`config.mk`:
```
export PLATFORM = sky130hd
export DESIGN_NAME = rx_cmd_assembler
export DESIGN_NICKNAME = d
export VERILOG_FILES = /design/src/rtl/rx_cmd_pkg.sv /design/src/rtl/tick_timeout_counter.sv /design/src/rtl/rx_cmd_assembler.sv
export SDC_FILE = /design/constraint.sdc
export NUM_CORES = 1
export LEC_CHECK = 0
export BUFFER_PORTS_ARGS = -buffer_cell sky130_fd_sc_hd__buf_2
export CAP_MARGIN = 20
export CORE_ASPECT_RATIO = 0.8
export CORE_UTILIZATION = 48
export DETAILED_ROUTE_END_ITERATION = 6
export PLACE_DENSITY = 0.82
export SETUP_SLACK_MARGIN = 0.05
export SYNTH_ARGS = -nofsm -noshare
export SYNTH_HDL_FRONTEND = slang
export SYNTH_HIERARCHICAL = 1
export SYNTH_SLANG_ARGS = --single-unit
```
`constraint.sdc`:
```
create_clock -name clk -period 1.98 [get_ports clk]
set_clock_uncertainty 0.2 [all_clocks]
set_input_delay 0.297 -clock clk [delete_from_list [all_inputs] [get_ports clk]]
set_output_delay 0.297 -clock clk [all_outputs]
set_load 0.1 [all_outputs]
```
`src/rtl/rx_cmd_pkg.sv`:
```
// Shared types and defaults for the UART three-byte command assembler.
package rx_cmd_pkg;

  localparam int DBIT_DEFAULT          = 8;
  // 16x oversampling, 11 bit times per frame, 4 frames of slack
  localparam int TIMEOUT_TICKS_DEFAULT = 16 * 11 * 4;

  typedef enum logic [1:0] {
    WAIT_A  = 2'd0,
    WAIT_B  = 2'd1,
    WAIT_OP = 2'd2,
    HOLD    = 2'd3
  } state_e;

endpackage

```
`src/rtl/tick_timeout_counter.sv`:
```
// Saturating inter-byte gap counter; expired flags the tick that completes TICKS counts.
module tick_timeout_counter #(
  parameter int TICKS = 704
) (
  input  logic clk,
  input  logic reset,
  input  logic clear,
  input  logic enable,
  input  logic tick,
  output logic expired
);

  localparam int CW = (TICKS > 1) ? $clog2(TICKS) : 1;
  localparam logic [CW-1:0] LAST = CW'(TICKS - 1);

  logic [CW-1:0] cnt_q, cnt_d;

  // Stops at LAST instead of wrapping; the owner clears it on expiry
  always_comb begin
    cnt_d = cnt_q;
    if (clear) begin
      cnt_d = '0;
    end else if (enable && tick && (cnt_q != LAST)) begin
      cnt_d = cnt_q + 1'b1;
    end
  end

  always_ff @(posedge clk) begin
    if (reset) begin
      cnt_q <= '0;
    end else begin
      cnt_q <= cnt_d;
    end
  end

  assign expired = enable & tick & (cnt_q == LAST);

endmodule

```
`src/rtl/rx_cmd_assembler.sv`:
```
// Collects three UART bytes (op_a, op_b, opcode) into a held command with valid/ready.
// Optional gap timeout enabled by defining RX_CMD_TIMEOUT_EN.
module rx_cmd_assembler
  import rx_cmd_pkg::*;
#(
  parameter int DBIT          = DBIT_DEFAULT,
  parameter int TIMEOUT_TICKS = TIMEOUT_TICKS_DEFAULT
) (
  input  logic            clk,
  input  logic            reset,
  input  logic [DBIT-1:0] din,
  input  logic            rx_done_tick,
  input  logic            s_tick,
  output logic [DBIT-1:0] op_a,
  output logic [DBIT-1:0] op_b,
  output logic [DBIT-1:0] opcode,
  output logic            cmd_valid,
  input  logic            cmd_ready,
  output logic            overrun,
  output logic            timeout_err
);

  state_e            state_q, state_d;
  logic [DBIT-1:0]   op_a_q, op_a_d, op_b_q, op_b_d, opcode_q, opcode_d;
  logic              overrun_q, overrun_d, timeout_q, timeout_d;
  logic              expired;

`ifdef RX_CMD_TIMEOUT_EN
  logic tmr_clear, tmr_enable;

  assign tmr_enable = (state_q == WAIT_B) || (state_q == WAIT_OP);
  assign tmr_clear  = rx_done_tick || ((state_d == WAIT_A) && (state_q != WAIT_A));

  tick_timeout_counter #(
    .TICKS   (TIMEOUT_TICKS)
  ) u_gap_timer (
    .clk     (clk),
    .reset   (reset),
    .clear   (tmr_clear),
    .enable  (tmr_enable),
    .tick    (s_tick),
    .expired (expired)
  );
`else
  logic unused_inputs;

  assign expired       = 1'b0;
  assign unused_inputs = s_tick | (TIMEOUT_TICKS < 2);
`endif

  always_comb begin
    state_d   = state_q;
    op_a_d    = op_a_q;
    op_b_d    = op_b_q;
    opcode_d  = opcode_q;
    overrun_d = 1'b0;
    timeout_d = 1'b0;
    case (state_q)
      WAIT_A: begin
        if (rx_done_tick) begin
          op_a_d  = din;
          state_d = WAIT_B;
        end
      end
      WAIT_B: begin
        if (rx_done_tick) begin
          op_b_d  = din;
          state_d = WAIT_OP;
        end else if (expired) begin
          state_d   = WAIT_A;
          timeout_d = 1'b1;
        end
      end
      WAIT_OP: begin
        if (rx_done_tick) begin
          opcode_d = din;
          state_d  = HOLD;
        end else if (expired) begin
          state_d   = WAIT_A;
          timeout_d = 1'b1;
        end
      end
      HOLD: begin
        // A byte arriving with the handshake starts the next command directly
        if (cmd_ready) begin
          if (rx_done_tick) begin
            op_a_d  = din;
            state_d = WAIT_B;
          end else begin
            state_d = WAIT_A;
          end
        end else if (rx_done_tick) begin
          overrun_d = 1'b1;
        end
      end
      default: state_d = WAIT_A;
    endcase
  end

  always_ff @(posedge clk) begin
    if (reset) begin
      state_q   <= WAIT_A;
      op_a_q    <= '0;
      op_b_q    <= '0;
      opcode_q  <= '0;
      overrun_q <= 1'b0;
      timeout_q <= 1'b0;
    end else begin
      state_q   <= state_d;
      op_a_q    <= op_a_d;
      op_b_q    <= op_b_d;
      opcode_q  <= opcode_d;
      overrun_q <= overrun_d;
      timeout_q <= timeout_d;
    end
  end

  assign op_a        = op_a_q;
  assign op_b        = op_b_q;
  assign opcode      = opcode_q;
  assign cmd_valid   = (state_q == HOLD);
  assign overrun     = overrun_q;
  assign timeout_err = timeout_q;

endmodule

```
==> impl_metrics.ini, run 1 <==
[timing]
slew_viol_final = 0
max_freq_mhz = 532
min_period_ns = 1.88
fin_setup_tns_ns = 0
hold-worst-slack_ns = 0.0382
fin_crit_sh = 0.949
rsz0062_at_grt = false
setup_viol = 0
hold_viol_final = 0

[synth]
avgSynthCellArea_um2 = 8.41
synth_common_cells = dfxtp_1, a21oi_1, nand3_1
ys_seq_area_frac = 0.466
synth_seq_cells = 27
async_flop_share = 0
synth_cell_types = 26
netlist.area_leader.share = 0.466
netlist_area_mm2 = 0.00116
yosysMostFrequentCell = dfxtp_1
synth_warnings = 6
synth_flop_cell = dfxtp_1
yosysTopAreaCell = dfxtp_1
synthTopCellsByArea = dfxtp_1, a21oi_1, nand3_1
netlist_instances = 138
syn-num-nets = 157
synth_edf_count = 0

[global_routing]
grt_util_all_layers = 0.208
met2_usage = 0.365
grt_pass1_vias = 948
use_met3 = 0.0682
grt_max_degree = 28
antenna_found_initial = 0
busiest_layer = met2
grt_overflow = 0
grt_pass1_wl_um = 4140
met1_usage = 0.256

[final_layout]
nNetsFinal = 194
fill_cells = 202
antenna_cells = 0
final_area_mm2 = 0.00140
drive_above_1_share = 0.287
fin_cells = 199
syn_to_final_growth_pct = 20.3

[run_status]
status = finished, violations left
failed_checks = DRC

[drt]
via_per_inst = 5.37
drt_first_pass_iters = 7
drt_wl_total_um = 2610
postRouteAntennaNets = 0
vias = 1069
drt_iter0_drc = 45
wire_per_inst_um = 13.1
remaining_drc_errors = 8

[worst_hold_path]
min_path_cells = 3
hp-class = primary input to register

[power_and_ir_drop]
p_comb_frac = 0.564
netSwitchingFraction = 0.534
power.leakage_nw = 0.613
pwr-share-clk = 0.107
pwr-share-seq = 0.329
ir_worst_vdd_mv = 0.664
total_power_mw = 2.14
powerDensity_mw_per_mm2 = 1530
p_int_mw = 0.998
switchingPower_mw = 1.14

[cts]
clk_latency_ns = 0.32
cts.clk_slew.worst_paths_ns = 0.14
postCtsSetupRepairBufs = 0
cts-buffers-inserted = 3
numClockSinks = 27
htreeDepth = 1
cts_root_buf = clkbuf_4
clock_path_buffers = 2
cts_tree = yes

[worst_setup_path]
max_stage_delay_ns = 0.49
crit_type = register to output port
path_max_fanout = 6
start_kind = register
end_kind = output port
crit_chain = ha_2 -> buf_4
crit_slowest_cell = dfxtp_1
r2r_cells = 5
critical_path_arrival_ns = 1.38
required_ns = 1.48

[floorplanning]
core_mm2 = 0.00221
dieHeight_um = 46.0
pin_count = 40
initial_core_util = 0.524
rows = 15
die_w_um = 57.0
die_area_mm2 = 0.00262

[place]
place.gp.congestion = 0.775
place_area_mm2 = 0.00136
dpl.cell_count = 194
post-dp-hpwl_um = 1970
io_buffers = 37

[job]
drv_cap = 0
through the flow:
stage           util  worst slack (ns)
2_1_floorplan      -            0.0717
5_1_grt        0.631            0.0503
6_report       0.631             0.101
4_1_cts        0.631             0.101
3_5_place_dp   0.612             0.230
3_3_place_gp   0.612             0.302
cells in the final DEF (no fill, tap or decap), types with 2 or more instances in the layout:
| cell | netlist | layout |
|---|---|---|
| inv_1 | 3 | 3 |
| buf_2 | 4 | 36 |
| nand2_1 | 19 | 19 |
| nor2b_1 | 2 | 2 |
| clkbuf_4 | 0 | 3 |
| a21oi_1 | 25 | 25 |
| ha_1 | 6 | 5 |
| nand3_1 | 24 | 24 |
| o21ai_1 | 8 | 8 |
| buf_4 | 2 | 4 |
| dfxtp_1 | 27 | 27 |
worst max-delay path: cells and delay by family, from the launching register on:
| family | cells | cell delay (ns) |
|---|---|---|
| adders and majority gates | 1 | 0.27 |
| buffers and inverters | 1 | 0.30 |
| DFF | 1 | 0.49 |
layout make-up:
type	count	area (µm²)	area share
clock buffers	3	22.5	0.0161
clock inverters	1	5.00	0.00358
inverters	4	15.0	0.0108
multi-input cells	98	562	0.402
flip-flops and latches	27	541	0.387
well taps	25	31.3	0.0224
repair buffers	41	220	0.158
power groups by stage:
stage	sequential (mW)	combinational [mW]	clock, mW
2_1_floorplan	1.21	0.496	0
3_3_place_gp	0.708	1.17	0
3_5_place_dp	0.715	1.20	0
4_1_cts	0.704	1.20	0.236
5_1_grt	0.717	1.29	0.256
6_report	0.704	1.21	0.230
path summary, 6_finish.rpt:
path | slack, ns | end | from
min | 0.04 | op_a[2] | din[2]
max | 0.10 | cmd_valid | state_q[0]
min reg2reg | 0.26 | op_b[0] | op_b[0]
max reg2reg | 0.17 | op_a[3] | state_q[0]
per-layer routing:
metal  up-vias  part of all wire
met4         0            0.0034
met3         2             0.062
li1        550                 -
met1       482              0.46
met5         -                 0
met2        35              0.47
repair_timing:
action                                 CTS  global route
endpoints found under the hold margin    1             0
setup endpoints to repair                1             0
hold buffers                             1             0
gates resized for setup                  1             0
cells by family (layout without fill, tap and decap cells):
logic type / after synthesis / in the layout / synth area share
AND/OR/NAND/NOR: 51 / 51 / 0.214
adder cells (fa/ha/maj): 6 / 6 / 0.0647
flip-flops: 27 / 27 / 0.466
multiplexers: 2 / 2 / 0.0215
buffers and inverters: 13 / 49 / 0.0528
AO/OA/AOI/OAI: 38 / 38 / 0.178
other: 1 / 1 / 0.00323
flip-flops by register name, summed over array words and instances, names as in the netlist:
register  cells
op_a          8
op_b          8
opcode        8
state_q       2
overrun       1
No activity file was read; power rests on OpenSTA's default activity.
==> inputs of run 2 (changes only) <==
--- a/config.mk
+++ b/config.mk
@@ -11,6 +11,7 @@
 export CORE_UTILIZATION = 48
 export DETAILED_ROUTE_END_ITERATION = 6
 export PLACE_DENSITY = 0.82
+export REMOVE_ABC_BUFFERS = 1
 export SETUP_SLACK_MARGIN = 0.05
 export SYNTH_ARGS = -nofsm -noshare
 export SYNTH_HDL_FRONTEND = slang
==> impl_metrics.ini, run 2 (synthesis gave the netlist of run 1 again) <==
[drt]
postRouteAntennaNets = 0
remaining_drc_errors = 4
drt_wl_total_um = 2670
drt_iter0_drc = 46
drt_first_pass_iters = 6
via_per_inst = 5.43
wire_per_inst_um = 13.4
vias = 1081

[final_layout]
nNetsFinal = 194
seqCellArea_um2 = 541
multi_input_area_um2 = 559
fill_cells = 203
final_common_cell = buf_2
drive_above_1_share = 0.282
final_cell_mix = buf_2, dfxtp_1, a21oi_1, nand3_1, nand2_1
antenna_cells = 0
syn_to_final_growth_pct = 20.4

[floorplanning]
initial_core_util = 0.524
rows = 15
pin_count = 40
die_area_mm2 = 0.00262
dieHeight_um = 46.0
core_mm2 = 0.00221
die_w_um = 57.0

[job]
drv_cap = 0

[cts]
htreeDepth = 1
numClockSinks = 27
clk_latency_ns = 0.32
cts.clk_slew.worst_paths_ns = 0.14
cts_tree = yes
cts-buffers-inserted = 3
cts_root_buf = clkbuf_4
clock_path_buffers = 2
postCtsSetupRepairBufs = 0

[global_routing]
grt_overflow = 0
grt_util_all_layers = 0.211
grt_pass1_vias = 956
grt_max_degree = 28
grt_pass1_wl_um = 4200
antenna_found_initial = 0

[power_and_ir_drop]
power.leakage_nw = 0.616
powerDensity_mw_per_mm2 = 1540
total_power_mw = 2.15
ir_worst_vdd_mv = 0.778

[timing]
max_freq_mhz = 542
hold_viol_final = 0
slew_viol_final = 0
rsz0062_at_grt = true
min_period_ns = 1.84
fin_crit_sh = 0.931
fin_ws_ns = 0.137
setup_viol = 0

[worst_setup_path]
crit_type = register to output port
critical_path_arrival_ns = 1.35
end_kind = output port
required_ns = 1.48
r2r_cells = 5
path_max_fanout = 6
start_kind = register

[run_status]
failed_checks = DRC
status = finished, violations left

[worst_hold_path]
min_path_cells = 3
hp-class = primary input to register

[place]
place.gp.congestion = 0.783
preCtsSetupSlack_ns = 0.246
io_buffers = 37
post-dp-hpwl_um = 1960
-- run 2: worst max-delay path, stage by stage (launching register included) --
cell and delay [ns]:
dfxtp_1 0.47, ha_1 0.30, buf_6 0.26
-- run 2: area by class of cell --
type,instances,share of cell area
inverters,4,0.0107
multi-input cells,98,0.400
flip-flops and latches,27,0.387
clock inverters,1,0.00358
repair buffers,41,0.160
well taps,25,0.0224
clock buffers,3,0.0161
-- run 2: power by group --
group	leakage, nW	total, mW	internal, mW	switching (mW)
clock	0.0177	0.230	0.0757	0.154
sequential	0.220	0.702	0.635	0.0668
combinational	0.379	1.22	0.288	0.929
-- run 2: what timing repair did --
| item | CTS | global route |
|---|---|---|
| endpoints found under the hold margin | 1 | 0 |
| hold buffers | 1 | 0 |
| pin swaps | 0 | 0 |
| gates resized for setup | 1 | 1 |
| setup endpoints to repair | 1 | 2 |
-- run 2: through the flow --
step | utilization | area [µm²] | cells | hold WS (ns) | TNS (ns)
6_report | 0.631 | 1400 | 199 | 0.0313 | 0
5_1_grt | 0.631 | 1400 | 199 | 0.0237 | 0
4_1_cts | 0.629 | 1390 | 199 | 0.0211 | 0
3_5_place_dp | 0.611 | 1350 | 194 | 0.246 | 0
3_3_place_gp | 0.611 | 1350 | 194 | 0.242 | 0
2_1_floorplan | - | 1110 | 129 | 0.166 | -1.98
-- run 2: final timing paths --
path	slack, ns	end	start
worst min register to register	0.27	opcode[7]	opcode[7]
worst max register to register	0.20	state_q[0]	state_q[1]
worst min-delay path	0.03	opcode[2]	din[2]
worst max-delay path	0.14	cmd_valid	state_q[1]
-- run 2: metal layers --
layer	global-route usage	wire, µm	part of all wire
met2	0.344	1240	0.46
met1	0.283	1260	0.47
met5	0	0	0
met3	0.0568	163	0.061
met4	0.0488	4	0.0015
==> inputs of run 3 (changes only) <==
--- a/config.mk
+++ b/config.mk
@@ -8,6 +8,7 @@
 export BUFFER_PORTS_ARGS = -buffer_cell sky130_fd_sc_hd__buf_2
 export CAP_MARGIN = 20
 export CORE_ASPECT_RATIO = 0.8
+export CORE_MARGIN = 4
 export CORE_UTILIZATION = 48
 export DETAILED_ROUTE_END_ITERATION = 6
 export PLACE_DENSITY = 0.82
==> impl_metrics.ini, run 3 (synthesis gave the netlist of run 1 again) <==
[run_status]
status = completed

[final_layout]
drive_above_1_share = 0.282
fin_cells = 199
fill_cells = 191
final_cell_mix = buf_2, dfxtp_1, a21oi_1, nand3_1, nand2_1
final_area_mm2 = 0.00140
postLayoutCoreUtil = 0.626
seqCellArea_um2 = 541
multi_input_area_um2 = 559
antenna_cells = 0
nNetsFinal = 194
final_common_cell = buf_2
syn_to_final_growth_pct = 20.4

[global_routing]
met1_usage = 0.232
met2_usage = 0.298
grt_pass1_vias = 1039
grt_overflow = 0
grt_max_degree = 28
busiest_layer = met2
grt_util_all_layers = 0.180
antenna_found_initial = 0
use_met3 = 0.0475
grt_pass1_wl_um = 4710

[worst_setup_path]
critPathLaunch = state_q[1]
crit_family = flip-flops
required_ns = 1.48
start_kind = register
crit_chain = ha_1 -> buf_6
end_kind = output port
path_max_fanout = 6
rr_startpoint = state_q[1]
crit_type = register to output port
crit_slowest_cell = dfxtp_1
critPathBufInv = 1
r2r_cells = 5
max_stage_delay_ns = 0.47
critical_path_arrival_ns = 1.32
ff2ff_setup_slack_ns = 0.20
r2r_end = state_q[0]

[timing]
slew_viol_final = 0
hold_viol_final = 0
fin_crit_sh = 0.920
rsz0062_at_grt = false
min_period_ns = 1.82
fin_setup_tns_ns = 0
setup_viol = 0
max_freq_mhz = 549
fin_ws_ns = 0.159

[floorplanning]
initial_core_util = 0.520
core_mm2 = 0.00223
pin_count = 40
dieHeight_um = 52.0
die_area_mm2 = 0.00327
die_w_um = 63.0
rows = 15

[drt]
wire_per_inst_um = 14.0
drt_iter0_drc = 69
remaining_drc_errors = 0
postRouteAntennaNets = 0
drt_first_pass_iters = 4
via_per_inst = 5.46
vias = 1086
drt_wl_total_um = 2790

[place]
place_area_mm2 = 0.00135
place.gp.congestion = 0.879
preCtsSetupSlack_ns = 0.234
post-dp-hpwl_um = 2110
dpl.cell_count = 194
io_buffers = 37

[power_and_ir_drop]
power.leakage_nw = 0.616
ir_worst_vdd_mv = 0.684
powerDensity_mw_per_mm2 = 1540

[cts]
cts.clk_slew.worst_paths_ns = 0.13
clock_path_buffers = 2
cts-buffers-inserted = 3
htreeDepth = 1
numClockSinks = 27
cts_root_buf = clkbuf_4
clk_latency_ns = 0.32
cts_tree = yes

[job]
drv_cap = 0

[worst_hold_path]
hold_path_end = op_b[6]
hp-class = primary input to register
worstHoldStart = din[6]
min_path_cells = 3
## run 3: cell counts in the layout (fill, tap and decap cells not counted)
No cell type changed its count.
## run 3: cell type report
class,instances,share of cell area
Clock buffer,3,0.0161
Clock inverter,1,0.00358
Inverter,4,0.0107
Multi-Input combinational cell,98,0.400
Sequential cell,27,0.387
Tap cell,25,0.0224
Timing Repair Buffer,41,0.160
## run 3: power by group
part | internal [mW] | switching (mW) | leakage (nW)
clock | 0.0757 | 0.156 | 0.0177
combinational | 0.290 | 0.934 | 0.379
sequential | 0.635 | 0.0645 | 0.220
total | 1.00 | 1.15 | 0.616
## run 3: metal layers
layer  wire length (µm)  vias to the layer above
li1                   -                      548
met1               1220                      491
met3                191                        6
met2               1350                       41
met5                  0                        -
met4                 27                        0
## run 3: what timing repair did
action,in CTS,in global routing
gates cloned,0,0
hold buffers,1,0
resized for setup,1,1
buffers inserted,0,0
setup endpoints to repair,1,1
hold endpoints to repair,1,0
## run 3: metrics by stage
step / hold slack (ns) / total power [mW]
2_1_floorplan: 0.166 / 1.68
3_3_place_gp: 0.242 / 1.88
3_5_place_dp: 0.244 / 1.92
4_1_cts: 0.0349 / 2.15
5_1_grt: 0.0156 / 2.28
6_report: 0.0390 / 2.16
## run 3: worst max path at each step
stage,end,slack [ns],depth (start not counted)
5_1_grt,op_a[3],0.06,5
4_1_cts,cmd_valid,0.10,2
6_report,cmd_valid,0.16,2
2_1_floorplan,op_a[0],-0.25,4
3_5_place_dp,state_q[0],0.23,5
3_3_place_gp,state_q[0],0.33,5
## run 3: worst reg2reg max path: stages, from the launching register on
cell and delay [ns]:
dfxtp_1 0.47, inv_1 0.13, ha_1 0.24, o21ba_1 0.23
nor4_2 0.27, o221a_1 0.22
